$ cat src/rtl/risc_pkg.sv
// Shared definitions for the 5-stage processor: opcodes, instruction field
// positions and the scoreboard slot used by the interlock controller.
package risc_pkg;

  localparam logic [4:0] OP_ADD  = 5'd0;
  localparam logic [4:0] OP_SUB  = 5'd1;
  localparam logic [4:0] OP_MUL  = 5'd2;
  localparam logic [4:0] OP_DIV  = 5'd3;
  localparam logic [4:0] OP_MOD  = 5'd4;
  localparam logic [4:0] OP_CMP  = 5'd5;
  localparam logic [4:0] OP_AND  = 5'd6;
  localparam logic [4:0] OP_OR   = 5'd7;
  localparam logic [4:0] OP_NOT  = 5'd8;
  localparam logic [4:0] OP_MOV  = 5'd9;
  localparam logic [4:0] OP_LSL  = 5'd10;
  localparam logic [4:0] OP_LSR  = 5'd11;
  localparam logic [4:0] OP_ASR  = 5'd12;
  localparam logic [4:0] OP_NOP  = 5'd13;
  localparam logic [4:0] OP_LD   = 5'd14;
  localparam logic [4:0] OP_ST   = 5'd15;
  localparam logic [4:0] OP_BEQ  = 5'd16;
  localparam logic [4:0] OP_BGT  = 5'd17;
  localparam logic [4:0] OP_B    = 5'd18;
  localparam logic [4:0] OP_CALL = 5'd19;
  localparam logic [4:0] OP_RET  = 5'd20;

  localparam int OPC_HI  = 31;
  localparam int OPC_LO  = 27;
  localparam int IMM_BIT = 26;
  localparam int RD_HI   = 25;
  localparam int RD_LO   = 22;
  localparam int RS1_HI  = 21;
  localparam int RS1_LO  = 18;
  localparam int RS2_HI  = 17;
  localparam int RS2_LO  = 14;

  localparam int          REG_W    = 4;
  localparam logic [31:0] NOP_INST = 32'h6800_0000;
  localparam logic [REG_W-1:0] RA_REG = 4'd15;

  typedef struct packed {
    logic             valid;
    logic             wr_reg;
    logic [REG_W-1:0] rd;
    logic             wr_flag;
  } sb_slot_t;

  localparam sb_slot_t SLOT_EMPTY = '0;

endpackage

$ cat src/rtl/hazard_decode.sv
// Combinational decode of the OF instruction into the registers/flags it
// reads and the register/flags it writes.
module hazard_decode
  import risc_pkg::*;
(
  input  logic [31:0]      of_inst,
  output logic             rd1_en,
  output logic [REG_W-1:0] rs1,
  output logic             rd2_en,
  output logic [REG_W-1:0] rs2,
  output logic             rd3_en,
  output logic [REG_W-1:0] rs3,
  output logic             rd_flag,
  output logic             wr_reg,
  output logic [REG_W-1:0] wr_dst,
  output logic             wr_flag
);

  logic [4:0] opc;
  logic       imm;

  assign opc = of_inst[OPC_HI:OPC_LO];
  assign imm = of_inst[IMM_BIT];

  always_comb begin
    rs1     = of_inst[RS1_HI:RS1_LO];
    rs2     = of_inst[RS2_HI:RS2_LO];
    rs3     = of_inst[RD_HI:RD_LO];
    wr_dst  = of_inst[RD_HI:RD_LO];
    rd1_en  = 1'b0;
    rd2_en  = !imm && (opc <= OP_ASR);
    rd3_en  = 1'b0;
    rd_flag = 1'b0;
    wr_reg  = 1'b0;
    wr_flag = 1'b0;
    case (opc)
      OP_ADD, OP_SUB, OP_MUL, OP_DIV, OP_MOD, OP_AND, OP_OR,
      OP_LSL, OP_LSR, OP_ASR, OP_LD: begin
        rd1_en = 1'b1;
        wr_reg = 1'b1;
      end
      OP_CMP: begin
        rd1_en  = 1'b1;
        wr_flag = 1'b1;
      end
      OP_NOT, OP_MOV: wr_reg = 1'b1;
      // st stores the rd register, so rd is a third source
      OP_ST: begin
        rd1_en = 1'b1;
        rd3_en = 1'b1;
      end
      OP_BEQ, OP_BGT: rd_flag = 1'b1;
      OP_CALL: begin
        wr_reg = 1'b1;
        wr_dst = RA_REG;
      end
      OP_RET: begin
        rd3_en = 1'b1;
        rs3    = RA_REG;
      end
      OP_NOP, OP_B: ;
      default: ;
    endcase
  end

endmodule

$ cat src/rtl/hazard_ctrl.sv
// Pipeline interlock: scoreboard of writers in EX/MA/RW, RAW and flag hazard
// detection, branch flush, and saturating stall/flush event counters.
module hazard_ctrl
  import risc_pkg::*;
#(
  parameter int NUM_REGS = 16,
  parameter int DEPTH    = 3,
  parameter int CNT_W    = 32
) (
  input  logic             clk,
  input  logic             reset,
  input  logic [31:0]      of_inst,
  input  logic             of_valid,
  input  logic             ex_branch_taken,
  output logic             stall,
  output logic             bubble,
  output logic             flush,
  output logic [CNT_W-1:0] stall_count,
  output logic [CNT_W-1:0] flush_count
);

  localparam int SRC_W = $clog2(NUM_REGS);

  logic             rd1_en, rd2_en, rd3_en, rd_flag;
  logic [REG_W-1:0] rs1, rs2, rs3, wr_dst;
  logic             wr_reg, wr_flag;

  hazard_decode u_decode (
    .of_inst (of_inst),
    .rd1_en  (rd1_en),
    .rs1     (rs1),
    .rd2_en  (rd2_en),
    .rs2     (rs2),
    .rd3_en  (rd3_en),
    .rs3     (rs3),
    .rd_flag (rd_flag),
    .wr_reg  (wr_reg),
    .wr_dst  (wr_dst),
    .wr_flag (wr_flag)
  );

  sb_slot_t         sb_q [DEPTH];
  sb_slot_t         sb_d [DEPTH];
  logic [DEPTH-1:0] hit;
  logic             hazard;
  logic [CNT_W-1:0] stall_count_q, stall_count_d;
  logic [CNT_W-1:0] flush_count_q, flush_count_d;

  // No forwarding: any slot still holding a matching writer blocks the reader.
  for (genvar gi = 0; gi < DEPTH; gi++) begin : g_match
    assign hit[gi] = sb_q[gi].valid &
      ((sb_q[gi].wr_reg &
        ((rd1_en & (sb_q[gi].rd[SRC_W-1:0] == rs1[SRC_W-1:0])) |
         (rd2_en & (sb_q[gi].rd[SRC_W-1:0] == rs2[SRC_W-1:0])) |
         (rd3_en & (sb_q[gi].rd[SRC_W-1:0] == rs3[SRC_W-1:0])))) |
       (sb_q[gi].wr_flag & rd_flag));
  end

  assign hazard = |hit;

  always_comb begin
    flush  = ex_branch_taken;
    stall  = hazard & of_valid & ~ex_branch_taken;
    bubble = stall | flush;
  end

  always_comb begin
    sb_d[0] = SLOT_EMPTY;
    if (of_valid && !stall && !flush) begin
      sb_d[0].valid   = 1'b1;
      sb_d[0].wr_reg  = wr_reg;
      sb_d[0].rd      = wr_dst;
      sb_d[0].wr_flag = wr_flag;
    end
    for (int i = 1; i < DEPTH; i++) begin
      sb_d[i] = sb_q[i-1];
    end
  end

  always_comb begin
    stall_count_d = stall_count_q;
    flush_count_d = flush_count_q;
    if (stall && (stall_count_q != '1)) stall_count_d = stall_count_q + 1'b1;
    if (flush && (flush_count_q != '1)) flush_count_d = flush_count_q + 1'b1;
  end

  always_ff @(posedge clk or negedge reset) begin
    if (!reset) begin
      for (int i = 0; i < DEPTH; i++) sb_q[i] <= SLOT_EMPTY;
      stall_count_q <= '0;
      flush_count_q <= '0;
    end else begin
      for (int i = 0; i < DEPTH; i++) sb_q[i] <= sb_d[i];
      stall_count_q <= stall_count_d;
      flush_count_q <= flush_count_d;
    end
  end

  assign stall_count = stall_count_q;
  assign flush_count = flush_count_q;

endmodule

$ cat config.mk
export PLATFORM = sky130hd
export DESIGN_NAME = hazard_ctrl
export DESIGN_NICKNAME = d
export VERILOG_FILES = /design/src/rtl/risc_pkg.sv /design/src/rtl/hazard_decode.sv /design/src/rtl/hazard_ctrl.sv
export SDC_FILE = /design/constraint.sdc
export NUM_CORES = 1
export LEC_CHECK = 0
export CAP_MARGIN = 25
export CORE_ASPECT_RATIO = 1.25
export CORE_MARGIN = 2
export CORE_UTILIZATION = 50
export DETAILED_ROUTE_END_ITERATION = 8
export GPL_TIMING_DRIVEN = 0
export PLACE_DENSITY = 0.8
export SYNTH_ARGS = -nofsm -noshare
export SYNTH_HDL_FRONTEND = slang
export SYNTH_HIERARCHICAL = 1
export SYNTH_SLANG_ARGS = --single-unit
$ cat constraint.sdc
create_clock -name clk -period 2.35 [get_ports clk]
set_input_delay 0.235 -clock clk [delete_from_list [all_inputs] [get_ports clk]]
set_output_delay 0.235 -clock clk [all_outputs]
set_load 0.1 [all_outputs]
Word-level counts from Yosys, hierarchy flattened
Index checks and enable logic that the tools add are counted.
{ "classes": {"addsub": 2, "reduce_logical": 14, "order_cmp": 1, "muxes": 8, "n_eq_ne": 29, "bitwise": 31} }
{ "op_table": {"columns": ["op", "n"], "rows": [
  ["$add A32 B1 Y32 const B", 2],
  ["$ne A32 B32 Y1 const B", 2],
  ["$eq A4 B4 Y1", 9],
  ["$eq A5 B4 Y1 const B", 7],
  ["$and A1 B1 Y1", 20],
  ["$eq A5 B3 Y1 const B", 4],
  ["$eq A5 B5 Y1 const B", 4],
  ["$reduce_or A14 Y1", 1],
  ["$reduce_or A13 Y1", 1],
  ["$eq A5 B2 Y1 const B", 2],
  ["$or A1 B1 Y1", 10],
  ["$mux W4", 2],
  ["$mux W7", 1],
  ["$eq A5 B1 Y1 const B", 1],
  ["$le A5 B4 Y1 const B", 1],
  ["$logic_and A1 B1 Y1", 5],
  ["$logic_not A5 Y1", 1],
  ["$mux W1", 5],
  ["$reduce_or A2 Y1", 2],
  ["$logic_not A1 Y1", 3],
  ["$reduce_or A3 Y1", 1],
  ["$not A1 Y1", 1]
]} }
{ "totals": {"in_bits": 36, "regBits": 85} }

Longest topological paths before layout
{ "logic_depth": {"word_depth": 16, "mapped_depth": 12, "depth_no_buf": 11} }

Hierarchy
Netlist, hierarchy kept.
{ "modules_own_cells": {"columns": ["module", "n_inst", "area_per_inst_um2", "cells_each", "seq_area_each_um2"], "rows": [
  ["hazard_ctrl", 1, 4093.9, 376, 2127.0],
  ["hazard_decode", 1, 234.0, 39, 0.0]
]} }

Least setup slack after synthesis
No wires, ideal clock.
{ "synth_path": {"path_kind": "reg-to-reg", "from": "reg stall_count_q[0] (netlist: stall_count[0])", "to": "reg stall_count_q[4] (netlist: stall_count[4])", "required_ps": 2187, "t_arrival_ps": 2745, "path_stages_with_launch": 10, "path_slack_ps": -558, "period_less_slack_ps": 2908, "cell_sequence": "dfrtp_1 ha_1 nand2_1 nor2_1 nand3_1 or4_1 clkbuf_1 nand4_1 nor2_1 xor2_1"} }
{ "synth_via": {"elab_chain_len": 2, "elab_cells_between_ends": 3, "cone_classes": "add/sub: 1; eq/ne: 1; reduce/logical: 1"} }
{ "synth_lines": {"columns": ["item", "line_no", "rtl"], "rows": [
  ["from (decl)", "hazard_ctrl.sv:46", "logic [CNT_W-1:0] stall_count_q, stall_count_d;"],
  ["from (signal assigned)", "hazard_ctrl.sv:94", "stall_count_q <= stall_count_d;"],
  ["branches (longest 2 deep; another with $add A32 B1 Y32)", null, null]
]} }
Parallel ways; which one is timed is not known.
A chain may end at the register's enable or synchronous reset.

Worst setup path in the final report
{ "layout_path": {"from": "reg sb_q[4] (netlist name)", "to": "out stall"} }
{ "layout_via": {"elab_chain_len": 10, "elab_cells_between_ends": 14, "cone_classes": "eq/ne: 3; bitwise: 10; reduce/logical: 1"} }
{ "layout_lines": {"columns": ["item", "line_no", "rtl"], "rows": [
  ["$eq A4 B4 Y1 (on tied branches)", "hazard_ctrl.sv:53, hazard_ctrl.sv:54", null],
  ["$and A1 B1 Y1 (on tied branches)", "hazard_ctrl.sv:53, hazard_ctrl.sv:54", null],
  ["$or A1 B1 Y1", "hazard_ctrl.sv:53", "((rd1_en & (sb_q[gi].rd[SRC_W-1:0] == rs1[SRC_W-1:0])) |"],
  ["$or A1 B1 Y1 *", "hazard_ctrl.sv:54", "(rd2_en & (sb_q[gi].rd[SRC_W-1:0] == rs2[SRC_W-1:0])) |"],
  ["$and A1 B1 Y1 *", "hazard_ctrl.sv:52", "((sb_q[gi].wr_reg &"],
  ["$or A1 B1 Y1 *", "hazard_ctrl.sv:55", "(rd3_en & (sb_q[gi].rd[SRC_W-1:0] == rs3[SRC_W-1:0])))) |"],
  ["$and A1 B1 Y1 *", "hazard_ctrl.sv:51", "assign hit[gi] = sb_q[gi].valid &"],
  ["$reduce_or A3 Y1 *", "hazard_ctrl.sv:59", "assign hazard = |hit;"],
  ["$and A1 B1 Y1 * (2 in series)", "hazard_ctrl.sv:63", "stall = hazard & of_valid & ~ex_branch_taken;"],
  ["to (decl)", "hazard_ctrl.sv:15", "output logic stall,"]
]} }
Mark *: on every way between the ends. The rest lies on a longest branch, timed or not.

==> out/metrics.cfg <==
[timing]
max_freq_mhz = 405
fin_ws_ns = -0.119
max-slew-margin-rel_pct = 32.0
rsz0062_at_grt = true
finClkSkew_ns = 0.0102
worst_slew_pin_slew_ns = 1.02
setup_violations = 3
tns_ns = -0.145
maxSlewViolCount = 0
finalCritPeriodShare_pct = 105
period_minus_slack_ns = 2.47
hold_viol_final = 0

[clocking]
htree_levels = 3
clk_path_buf_depth = 2
cts_sinks = 85
cts_root_buffer = clkbuf_8
clk_pin_slew_ns = 0.08
cts_made_buffers = 9
clk_latency_ns = 0.36
cts_tree = done

[worst_setup_path]
start_kind = flip-flop
cp-end-kind = output pin
arrival_ns = 2.23
worstPathRequired_ns = 2.12
crit_type = reg2out
critPathMaxFanout = 3

[die]
core_mm2 = 0.00833
boundaryPins = 103
num_rows = 37
dieArea_mm2 = 0.00942
die_y_um = 108
initial_core_util_pct = 51.9
die_w_um = 87.2

[routing]
drt.antenna.violating_nets = 0
dr.pass1.iters = 4
drcViolationCount = 0
finalWirelength_mm = 10.3
vias = 3453
dr.first_iter.drc_count = 156
routed_via_density = 5.57
wl_per_cell_um = 16.5

[placement]
numPortBuffers = 79
place.detailed.hpwl_mm = 7.15
globalplace.congestion = 0.898
placed_cell_area_mm2 = 0.00542

[synthesis]
synth_compound_area_share_pct = 2.98
yosys.area_share.simple_pct = 23.8
syn_avg_cell_area_um2 = 10.4
yosysUniqueCellTypes = 45
synth-edff-count = 0
syn_area_mm2 = 0.00433
ys.flop_type = dfrtp_1
synthArstFlopShare_pct = 100
yosysWarnings = 6
synth_fp_nets = 453
syn_inst = 415
synth_top_family_by_area = simple AND/OR/NAND/NOR gates
synth_mux_area_share_pct = 0.520
synthXorXnorAreaFrac_pct = 19.6
synthAdderAreaFrac_pct = 0.578
yosysSeqAreaShare_pct = 49.1
synth_seq_cells = 85

[global_route]
grt_max_degree = 67
grt_overflow = 0
antenna_found_initial = 0
grt_pass1_vias = 3458
track_usage_pct = 22.5
grt_first_pass_wirelength_mm = 16.4

[power]
p_leak_uw = 0.00263
ir_drop_mv = 0.836
power_density_mw_per_mm2 = 602

[worst_hold_path]
hold_path.class = in2reg

[final_layout]
drive_gt1_share_pct = 32.1
n_antenna_cell = 0
area_growth_pct = 38.9
stdcell_area_mm2 = 0.00601
fin_util_pct = 72.1
nNetsFinal = 556

[outcome]
violations = setup timing
status = complete, but fails checks

[flow_run]
drv_cap = 0

## Yosys cell counts, types with 4 or more instances
| library cell | n | area (µm²) |
|---|---|---|
| and2_1 | 4 | 25.0 |
| and3_1 | 16 | 100 |
| and4_1 | 7 | 61.3 |
| buf_4 | 11 | 82.6 |
| clkbuf_1 | 5 | 18.8 |
| dfrtp_1 | 85 | 2130 |
| inv_1 | 6 | 22.5 |
| nand2_1 | 31 | 116 |
| nand2b_1 | 6 | 37.5 |
| nand3_1 | 29 | 145 |
| nand4_1 | 18 | 113 |
| nor2_1 | 22 | 82.6 |
| nor3_1 | 18 | 90.1 |
| nor4_1 | 14 | 87.6 |
| or2_2 | 4 | 25.0 |
| xnor2_1 | 35 | 307 |
| xor2_1 | 62 | 543 |
## kinds of logic (layout without fill, tap and decap cells)
group | Yosys count | after routing
AOI/OAI and AO/OA | 19 | 19
DFF | 85 | 85
buffers and inverters | 25 | 133
muxes | 2 | 2
xor gates and xnor gates | 97 | 97
and+or+nand+nor | 185 | 185
adders and majority gates | 2 | 2
## sequential cells by signal, indices dropped and copies added, names as in the netlist
signal,count
sb_q,7
sb_d,14
flush_count,32
stall_count,32
## metal layers
| layer | track usage (%) | vias up | share of wire [%] |
|---|---|---|---|
| met5 | 0 | - | 0 |
| met1 | 27.1 | 1725 | 41 |
| met2 | 38.5 | 76 | 52 |
| met3 | 6.49 | 15 | 4.7 |
| li1 | - | 1637 | - |
| met4 | 7.14 | 0 | 1.8 |
## power breakdown
group | switching, µW | internal [µW] | leakage (µW) | total, µW
sequential | 106 | 1550 | 0.00107 | 1660
clock | 507 | 496 | 0.000101 | 1000
combinational | 667 | 290 | 0.00145 | 957
## worst max-delay path: stages (launching register included)
cell	delay, ns
dfrtp_1	0.43
xor2_1	0.17
nor3_1	0.08
a32oi_1	0.20
nand3_1	0.09
a32o_2	0.31
o21ai_4	0.21
buf_8	0.14
clkinvlp_4	0.08
buf_12	0.16
## cells in the final DEF (no fill, tap or decap), types with 9 or more instances in the layout
cell	instances
dfrtp_2	33
nand4_1	18
xnor2_1	33
dfrtp_4	16
nor4_2	10
dfrtp_1	36
clkdlybuf4s50_1	72
nor3_1	9
buf_4	23
nand3_1	25
clkbuf_8	13
nand2_1	31
xor2_1	62
and3_1	14
nor2_1	19
## path summary, 6_finish.rpt
path | from | to | slack [ns] | depth (start not counted)
worst min-delay path | of_inst[30] | sb_d[7] | 0.23 | 3
worst max register to register | sb_d[1] | stall_count[14] | 0.01 | 9
min in group asynchronous | reset | stall_count[1] | 0.29 | 2
worst max-delay path | sb_q[4] | stall | -0.12 | 9
worst min register to register | sb_d[6] | sb_q[6] | 0.38 | 0
max in group asynchronous | reset | flush_count[28] | 1.43 | 3
## cell type report
cell class	instances	area, µm²
multi-input combinational	305	2380
clock inverter	3	17.5
inverter	7	30.0
timing repair buffer	94	936
tap	97	121
buffer	16	119
clock buffer	13	179
fill	598	2320
sequential	85	2230
## per-stage QoR
step           setup slack [ns]  std cells  total power (µW)  hold WS [ns]
2_1_floorplan            -0.151        415              2320       -0.0606
6_report                 -0.119        620              3620         0.230
4_1_cts                  -0.128        615              3590         0.220
3_5_place_dp              -1.69        592              2570         0.141
3_3_place_gp              -2.55        591              2550         0.352
5_1_grt                  -0.222        620              3750         0.268
## what timing repair did
item	CTS	global route
gates resized for setup	58	43
buffers inserted	6	7
hold endpoints to repair	19	0
endpoints found under the setup margin	39	53
hold buffers	1	0
pin swaps	8	21
Power figures use the tool's default switching activity.
